`config.mk`:
```
export PLATFORM = sky130hd
export DESIGN_NAME = fsm_job_launcher_flat
export DESIGN_NICKNAME = d
export VERILOG_FILES = /design/src/rtl/fsm_job_launcher_pkg.sv /design/src/rtl/fsm_job_launcher_if.sv /design/src/rtl/fsm_job_launcher_wait_timer.sv /design/src/rtl/fsm_job_launcher.sv /design/src/flat_wrapper.sv
export SDC_FILE = /design/constraint.sdc
export NUM_CORES = 1
export LEC_CHECK = 0
export CORE_UTILIZATION = 35
export DETAILED_ROUTE_END_ITERATION = 8
export SETUP_SLACK_MARGIN = 0.15
export SYNTH_ARGS = -nofsm -noshare
export SYNTH_HDL_FRONTEND = slang
export SYNTH_SLANG_ARGS = --single-unit
```
`constraint.sdc`:
```
create_clock -name clk -period 2.95 [get_ports clk]
set_clock_uncertainty 0.2 [all_clocks]
set_input_delay 0.295 -clock clk [delete_from_list [all_inputs] [get_ports clk]]
set_output_delay 0.295 -clock clk [all_outputs]
set_load 0.01 [all_outputs]
```
`src/rtl/fsm_job_launcher_pkg.sv`:
```
// Package shared by the job launcher and sibling go/done FSMs.
// Holds the launcher state encoding.
package fsm_job_launcher_pkg;

  localparam int unsigned STATE_W = 3;

  typedef enum logic [STATE_W-1:0] {
    S_IDLE   = 3'd0,
    S_CLEAR  = 3'd1,
    S_LAUNCH = 3'd2,
    S_WAIT   = 3'd3,
    S_DONE   = 3'd4,
    S_TOUT   = 3'd5
  } state_t;

endpackage

```
`src/rtl/fsm_job_launcher_if.sv`:
```
// Worker handshake bundle between a job launcher (master) and a go/done
// worker FSM (slave).
//   wrk_rst  : synchronous reset to the worker (master -> slave)
//   wrk_go   : one-cycle go pulse (master -> slave)
//   wrk_done : worker done level, held until worker reset (slave -> master)
interface fsm_job_launcher_if;
  logic wrk_rst;
  logic wrk_go;
  logic wrk_done;

  modport master (output wrk_rst, output wrk_go, input wrk_done);
  modport slave  (input wrk_rst, input wrk_go, output wrk_done);
endinterface

```
`src/rtl/fsm_job_launcher_wait_timer.sv`:
```
// fsm_wait_timer: small up-counter with synchronous clear and enable.
// expire is high while count equals limit; the caller chooses the limit
// per phase so one counter serves both the clear phase and the wait phase.
// Ports:
//   clk, rst : clock, asynchronous active-high reset
//   clr      : clear count to zero (wins over en)
//   en       : increment count
//   limit    : compare value for expire
//   count    : current count
//   expire   : count == limit
module fsm_wait_timer #(
  parameter int unsigned CNT_W = 6
) (
  input  logic             clk,
  input  logic             rst,
  input  logic             clr,
  input  logic             en,
  input  logic [CNT_W-1:0] limit,
  output logic [CNT_W-1:0] count,
  output logic             expire
);

  always_ff @(posedge clk or posedge rst) begin
    if (rst) begin
      count <= '0;
    end else if (clr) begin
      count <= '0;
    end else if (en) begin
      count <= count + CNT_W'(1);
    end
  end

  assign expire = (count == limit);

endmodule

```
`src/rtl/fsm_job_launcher.sv`:
```
// fsm_job_launcher: initiator side of the go/done handshake.
// Each job resets the worker (wrk_rst for CLR_CYCLES cycles), pulses wrk_go,
// then waits for wrk_done with a timeout. A one-deep pending slot queues one
// start that arrives while busy; further starts are dropped and flagged.
// Ports:
//   clk, rst     : clock, asynchronous active-high reset
//   start        : request one job (sampled every cycle)
//   busy         : launcher not idle
//   wrk          : worker handshake (wrk_rst, wrk_go out; wrk_done in)
//   job_ok       : pulse, job finished with done
//   job_timeout  : pulse, job abandoned after TIMEOUT wait cycles
//   start_drop   : pulse, start lost (busy with pending already set)
//   job_count    : completed ok jobs, wrapping
//   wait_cycles  : done-low wait cycles of the last finished job
module fsm_job_launcher
  import fsm_job_launcher_pkg::*;
#(
  parameter  int unsigned TIMEOUT    = 32,
  parameter  int unsigned CLR_CYCLES = 2,
  parameter  int unsigned JOB_CNT_W  = 8,
  localparam int unsigned WAIT_W     = $clog2(TIMEOUT + 1)
) (
  input  logic                  clk,
  input  logic                  rst,
  input  logic                  start,
  output logic                  busy,
  fsm_job_launcher_if.master    wrk,
  output logic                  job_ok,
  output logic                  job_timeout,
  output logic                  start_drop,
  output logic [JOB_CNT_W-1:0]  job_count,
  output logic [WAIT_W-1:0]     wait_cycles
);

  state_t            state;
  state_t            next_state;
  logic              pending;
  logic              tmr_clr;
  logic              tmr_en;
  logic              tmr_expire;
  logic [WAIT_W-1:0] tmr_limit;
  logic [WAIT_W-1:0] tmr_count;

  // One counter times both phases: IDLE clears it so CLEAR counts
  // 0..CLR_CYCLES-1, LAUNCH clears it so WAIT starts from 0.
  fsm_wait_timer #(
    .CNT_W (WAIT_W)
  ) u_timer (
    .clk    (clk),
    .rst    (rst),
    .clr    (tmr_clr),
    .en     (tmr_en),
    .limit  (tmr_limit),
    .count  (tmr_count),
    .expire (tmr_expire)
  );

  always_comb begin
    next_state = state;
    tmr_clr    = 1'b0;
    tmr_en     = 1'b0;
    tmr_limit  = WAIT_W'(TIMEOUT - 1);
    unique case (state)
      S_IDLE: begin
        tmr_clr = 1'b1;
        if (start || pending) begin
          next_state = S_CLEAR;
        end
      end
      S_CLEAR: begin
        tmr_limit = WAIT_W'(CLR_CYCLES - 1);
        tmr_en    = 1'b1;
        if (tmr_expire) begin
          next_state = S_LAUNCH;
        end
      end
      S_LAUNCH: begin
        tmr_clr    = 1'b1;
        next_state = S_WAIT;
      end
      S_WAIT: begin
        // done has priority over the timeout on the last wait cycle
        if (wrk.wrk_done) begin
          next_state = S_DONE;
        end else if (tmr_expire) begin
          next_state = S_TOUT;
        end else begin
          tmr_en = 1'b1;
        end
      end
      S_DONE, S_TOUT: begin
        tmr_clr    = 1'b1;
        next_state = S_IDLE;
      end
      default: begin
        next_state = S_IDLE;
      end
    endcase
  end

  // Outputs are registered from next_state so they line up with the state
  // register. wrk_rst is held high only while in reset and during CLEAR.
  always_ff @(posedge clk or posedge rst) begin
    if (rst) begin
      state       <= S_IDLE;
      pending     <= 1'b0;
      busy        <= 1'b0;
      wrk.wrk_rst <= 1'b1;
      wrk.wrk_go  <= 1'b0;
      job_ok      <= 1'b0;
      job_timeout <= 1'b0;
      start_drop  <= 1'b0;
      job_count   <= '0;
      wait_cycles <= '0;
    end else begin
      state       <= next_state;
      busy        <= (next_state != S_IDLE);
      wrk.wrk_rst <= (next_state == S_CLEAR);
      wrk.wrk_go  <= (next_state == S_LAUNCH);
      job_ok      <= (next_state == S_DONE);
      job_timeout <= (next_state == S_TOUT);
      start_drop  <= start && (state != S_IDLE) && pending;

      // In IDLE any pending request is consumed by the launch it triggers;
      // a start arriving together with it is absorbed into that launch.
      if (state == S_IDLE) begin
        pending <= 1'b0;
      end else if (start) begin
        pending <= 1'b1;
      end

      if (next_state == S_DONE) begin
        job_count   <= job_count + JOB_CNT_W'(1);
        wait_cycles <= tmr_count;
      end else if (next_state == S_TOUT) begin
        wait_cycles <= WAIT_W'(TIMEOUT);
      end
    end
  end

endmodule

```
`src/flat_wrapper.sv`:
```
// flat-port wrapper written by rule: the top's interface ports become plain ports
module fsm_job_launcher_flat import fsm_job_launcher_pkg::*;
#(
  parameter  int unsigned TIMEOUT    = 32,
  parameter  int unsigned CLR_CYCLES = 2,
  parameter  int unsigned JOB_CNT_W  = 8,
  localparam int unsigned WAIT_W     = $clog2(TIMEOUT + 1)
)
  (clk, rst, start, busy, job_ok, job_timeout, start_drop, job_count, wait_cycles, wrk_wrk_rst, wrk_wrk_go, wrk_wrk_done);
  fsm_job_launcher_if wrk_i ();
  input  logic clk;
  input  logic rst;
  input  logic start;
  output logic busy;
  output logic job_ok;
  output logic job_timeout;
  output logic start_drop;
  output logic [JOB_CNT_W-1:0] job_count;
  output logic [WAIT_W-1:0] wait_cycles;
  output wire logic [$bits(wrk_i.wrk_rst)-1:0] wrk_wrk_rst;
  output wire logic [$bits(wrk_i.wrk_go)-1:0] wrk_wrk_go;
  input wire logic [$bits(wrk_i.wrk_done)-1:0] wrk_wrk_done;
  assign wrk_wrk_rst = wrk_i.wrk_rst;
  assign wrk_wrk_go = wrk_i.wrk_go;
  assign wrk_i.wrk_done = wrk_wrk_done;
  fsm_job_launcher #(.TIMEOUT(TIMEOUT), .CLR_CYCLES(CLR_CYCLES), .JOB_CNT_W(JOB_CNT_W)) u_core (.clk(clk), .rst(rst), .start(start), .busy(busy), .wrk(wrk_i), .job_ok(job_ok), .job_timeout(job_timeout), .start_drop(start_drop), .job_count(job_count), .wait_cycles(wait_cycles));
endmodule
```
==> qor.yml <==
timing:
  hold_viol: 0
  fmax_mhz: 493
  fin_crit_ns: 2.03
  report.final.slew_viol_count: 0
  setup_viol: 0
  rsz0062_at_grt: "false"
  max_slew_margin: 0.647
  tightestPinTransition_ns: 0.528
  holdWs_ns: 0.165
  finalCritPeriodShare: 0.688
  setup_tns_ns: 0
place:
  io_buffers: 23
  placed_cell_area_sq_um: 1590
  gp_congestion: 0.807
  hpwl_um: 1820
routing:
  vias: 950
  drtAntennaViolNets: 0
  wire_per_inst_um: 13.8
  first_pass_iters: 4
  drt_wl_total_um: 2550
  viasPerCell: 5.14
  drt_iter0_drc: 27
  drc: 0
logic_synthesis:
  synth_seq_cells: 30
  yosys.area.top_type: "dfrtp_1"
  synth_edf_count: 0
  yosys_most_used_dff: "dfrtp_1"
  yosys_warnings: 0
  yosys.area.top_type_share: 0.549
  avgSynthCellArea_sq_um: 11.9
  syn_inst: 111
  synthArstFlopShare: 1.00
  synth_top_cells_by_area: "dfrtp_1 (55%), a22o_1 (3.3%), xor2_1 (3.3%)"
  netlist_area_sq_um: 1320
  syn-num-nets: 117
  ys_types: 37
  synth-seq-area-share: 0.569
global_routing:
  grt_pass1_vias: 1005
  grtUsageTotal: 0.150
  grt_max_degree: 19
  grt_pass1_wl_um: 4570
  grt_overflow: 0
  antenna_found_initial: 0
power_and_ir_drop:
  p_per_area_nw_per_um2: 964
  leakage_nw: 0.757
  switchingPower_mw: 0.588
  clkPwrFrac: 0.210
  vdd_drop_max_v: 0.000409
  internal_power_mw: 1.04
  totalPowerFinal_mw: 1.63
  pwr-share-comb: 0.365
  power_frac_seq: 0.425
  netSwitchingFraction: 0.361
clock_tree:
  cts_buffer_depth: 2
  cts_buffers: 5
  cts_setup_buffers: 0
  cts-htree-levels: 2
  clk_pin_slew_worst_paths_ns: 0.06
  cts_resized: 0
  cts_tree: "built"
  cts_hold_buf: 0
  clk_latency_ns: 0.28
  clkSinkCount: 30
  root_buffer: "clkbuf_8"
finish:
  nets: 144
  design_area_sq_um: 1690
  drive_above_1_share: 0.108
  diodes: 0
  area.growth.synth_to_final_pct: 27.8
floorplanning:
  initial_utilization: 0.381
  die_height_um: 63.4
  io_pins: 24
  die_area_sq_um: 4020
  core_sq_um: 3470
  row_count: 21
  die_w_um: 63.4
critical_path:
  crit_chain: "and4b_1, nand4_1, nor3_1, xor2_1"
  crit_fanout: 12
  startpoint_type: "flip-flop"
  rr_endpoint: "u_core.job_count[7]"
  cp-end-kind: "flip-flop"
  crit_slowest_cell: "dfrtp_1"
  cp.arrival_ns: 2.04
  crit_required_ns: 2.96
  worstReg2RegStart: "u_core.state[1]"
  path_class: "flip-flop to flip-flop"
  rr_worst_depth: 4
  cp_slowest_stage_delay_ns: 0.56
  rrSetupSlack_ns: 0.92
flow_run:
  cap_viol_max_count: 0
hold_path:
  min_path_type: "primary input to async pin"
outcome:
  status: "complete, no violations"
-- kinds of logic (layout without fill, tap and decap cells) --
logic type / after synthesis / in the layout / share of synthesized area
adders and majority gates: 2 / 2 / 0.0189
buffers and inverters: 10 / 38 / 0.0341
muxes: 3 / 3 / 0.0237
AOI/OAI and AO/OA: 24 / 24 / 0.158
DFF: 30 / 30 / 0.569
and+or+nand+nor: 34 / 34 / 0.143
xor gates and xnor gates: 8 / 8 / 0.0530
-- cell usage in the layout, fill, tap and decap left out, types with 4 or more instances in the layout --
cell type and instances:
xor2_1 5, clkdlybuf4s50_1 23, o211ai_1 4, dfrtp_1 29, nand3_1 4, o31ai_1 5
nand2_1 7, clkbuf_8 6, a22o_1 5, nor2_1 6, inv_1 4, nor3_1 4
-- critical path, delay by kind of cell (launching register included) --
kind | cells | cell delay [ns]
flops | 1 | 0.56
xor+xnor | 1 | 0.16
simple gates | 3 | 1.04
-- worst max path at each step --
stage | startpoint | to | slack, ns | cells after the start
2_1_floorplan | u_core.state[2] | u_core.wrk.wrk_rst | 1.16 | 5
3_3_place_gp | wrk_wrk_done | u_core.job_count[7] | 0.68 | 5
3_5_place_dp | wrk_wrk_done | u_core.job_count[7] | 0.63 | 5
4_1_cts | u_core.state[1] | u_core.job_count[7] | 0.89 | 4
5_1_grt | u_core.state[1] | u_core.job_count[7] | 0.75 | 4
6_report | u_core.state[1] | u_core.job_count[7] | 0.92 | 4
-- routing by layer --
layer  track usage  vias up  wire (um)
li1              -      462          -
met1         0.185      462       1230
met2         0.237       18       1160
met3        0.0326        8         84
met4        0.0966        0         72
met5             0        -          0
-- state kept, by name, summed over array words and instances, names as in the netlist --
name                  flops
u_core.busy               1
u_core.start_drop         1
u_core.u_timer.count      6
u_core.job_ok             1
u_core.job_count          8
u_core.pending            1
u_core.job_timeout        1
u_core.wrk.wrk_rst        1
u_core.wrk.wrk_go         1
u_core.wait_cycles        6
u_core.state              3
-- metrics by stage --
stage / util / setup WS, ns / cells
4_1_cts: 0.487 / 0.885 / 185
6_report: 0.487 / 0.921 / 185
3_3_place_gp: 0.460 / 0.685 / 177
3_5_place_dp: 0.460 / 0.631 / 177
5_1_grt: 0.487 / 0.755 / 185
2_1_floorplan: - / 1.16 / 111
-- power groups by stage --
stage | clock network, mW | logic [mW] | registers, mW
finish | 0.342 | 0.594 | 0.693
global route | 0.366 | 0.664 | 0.710
CTS | 0.353 | 0.603 | 0.694
detailed placement | 0 | 0.601 | 0.700
global placement | 0 | 0.592 | 0.695
floorplan | 0 | 0.378 | 0.673
-- cells in the mapped netlist, types with 2 or more instances --
| cell type | instances |
|---|---|
| nor4_1 | 2 |
| o31ai_1 | 5 |
| xnor2_1 | 3 |
| nor2_1 | 6 |
| dfrtp_1 | 29 |
| a22o_1 | 5 |
| nor3_1 | 4 |
| xor2_1 | 5 |
| ha_1 | 2 |
| inv_2 | 2 |
| nand3_1 | 4 |
| and4_1 | 2 |
| a21oi_1 | 2 |
| nand2_1 | 7 |
| inv_1 | 4 |
| a21o_1 | 2 |
| buf_2 | 3 |
| o211ai_1 | 4 |
| mux2i_1 | 2 |
-- final cells by class --
cell class | instances | area (sq um)
Clock buffer | 6 | 82.6
Clock inverter | 2 | 12.5
Fill cell | 330 | 1780
Inverter | 6 | 22.5
Multi-Input combinational cell | 71 | 524
Sequential cell | 30 | 752
Tap cell | 46 | 57.6
Timing Repair Buffer | 24 | 238
(Power assumes the default switching activity.)
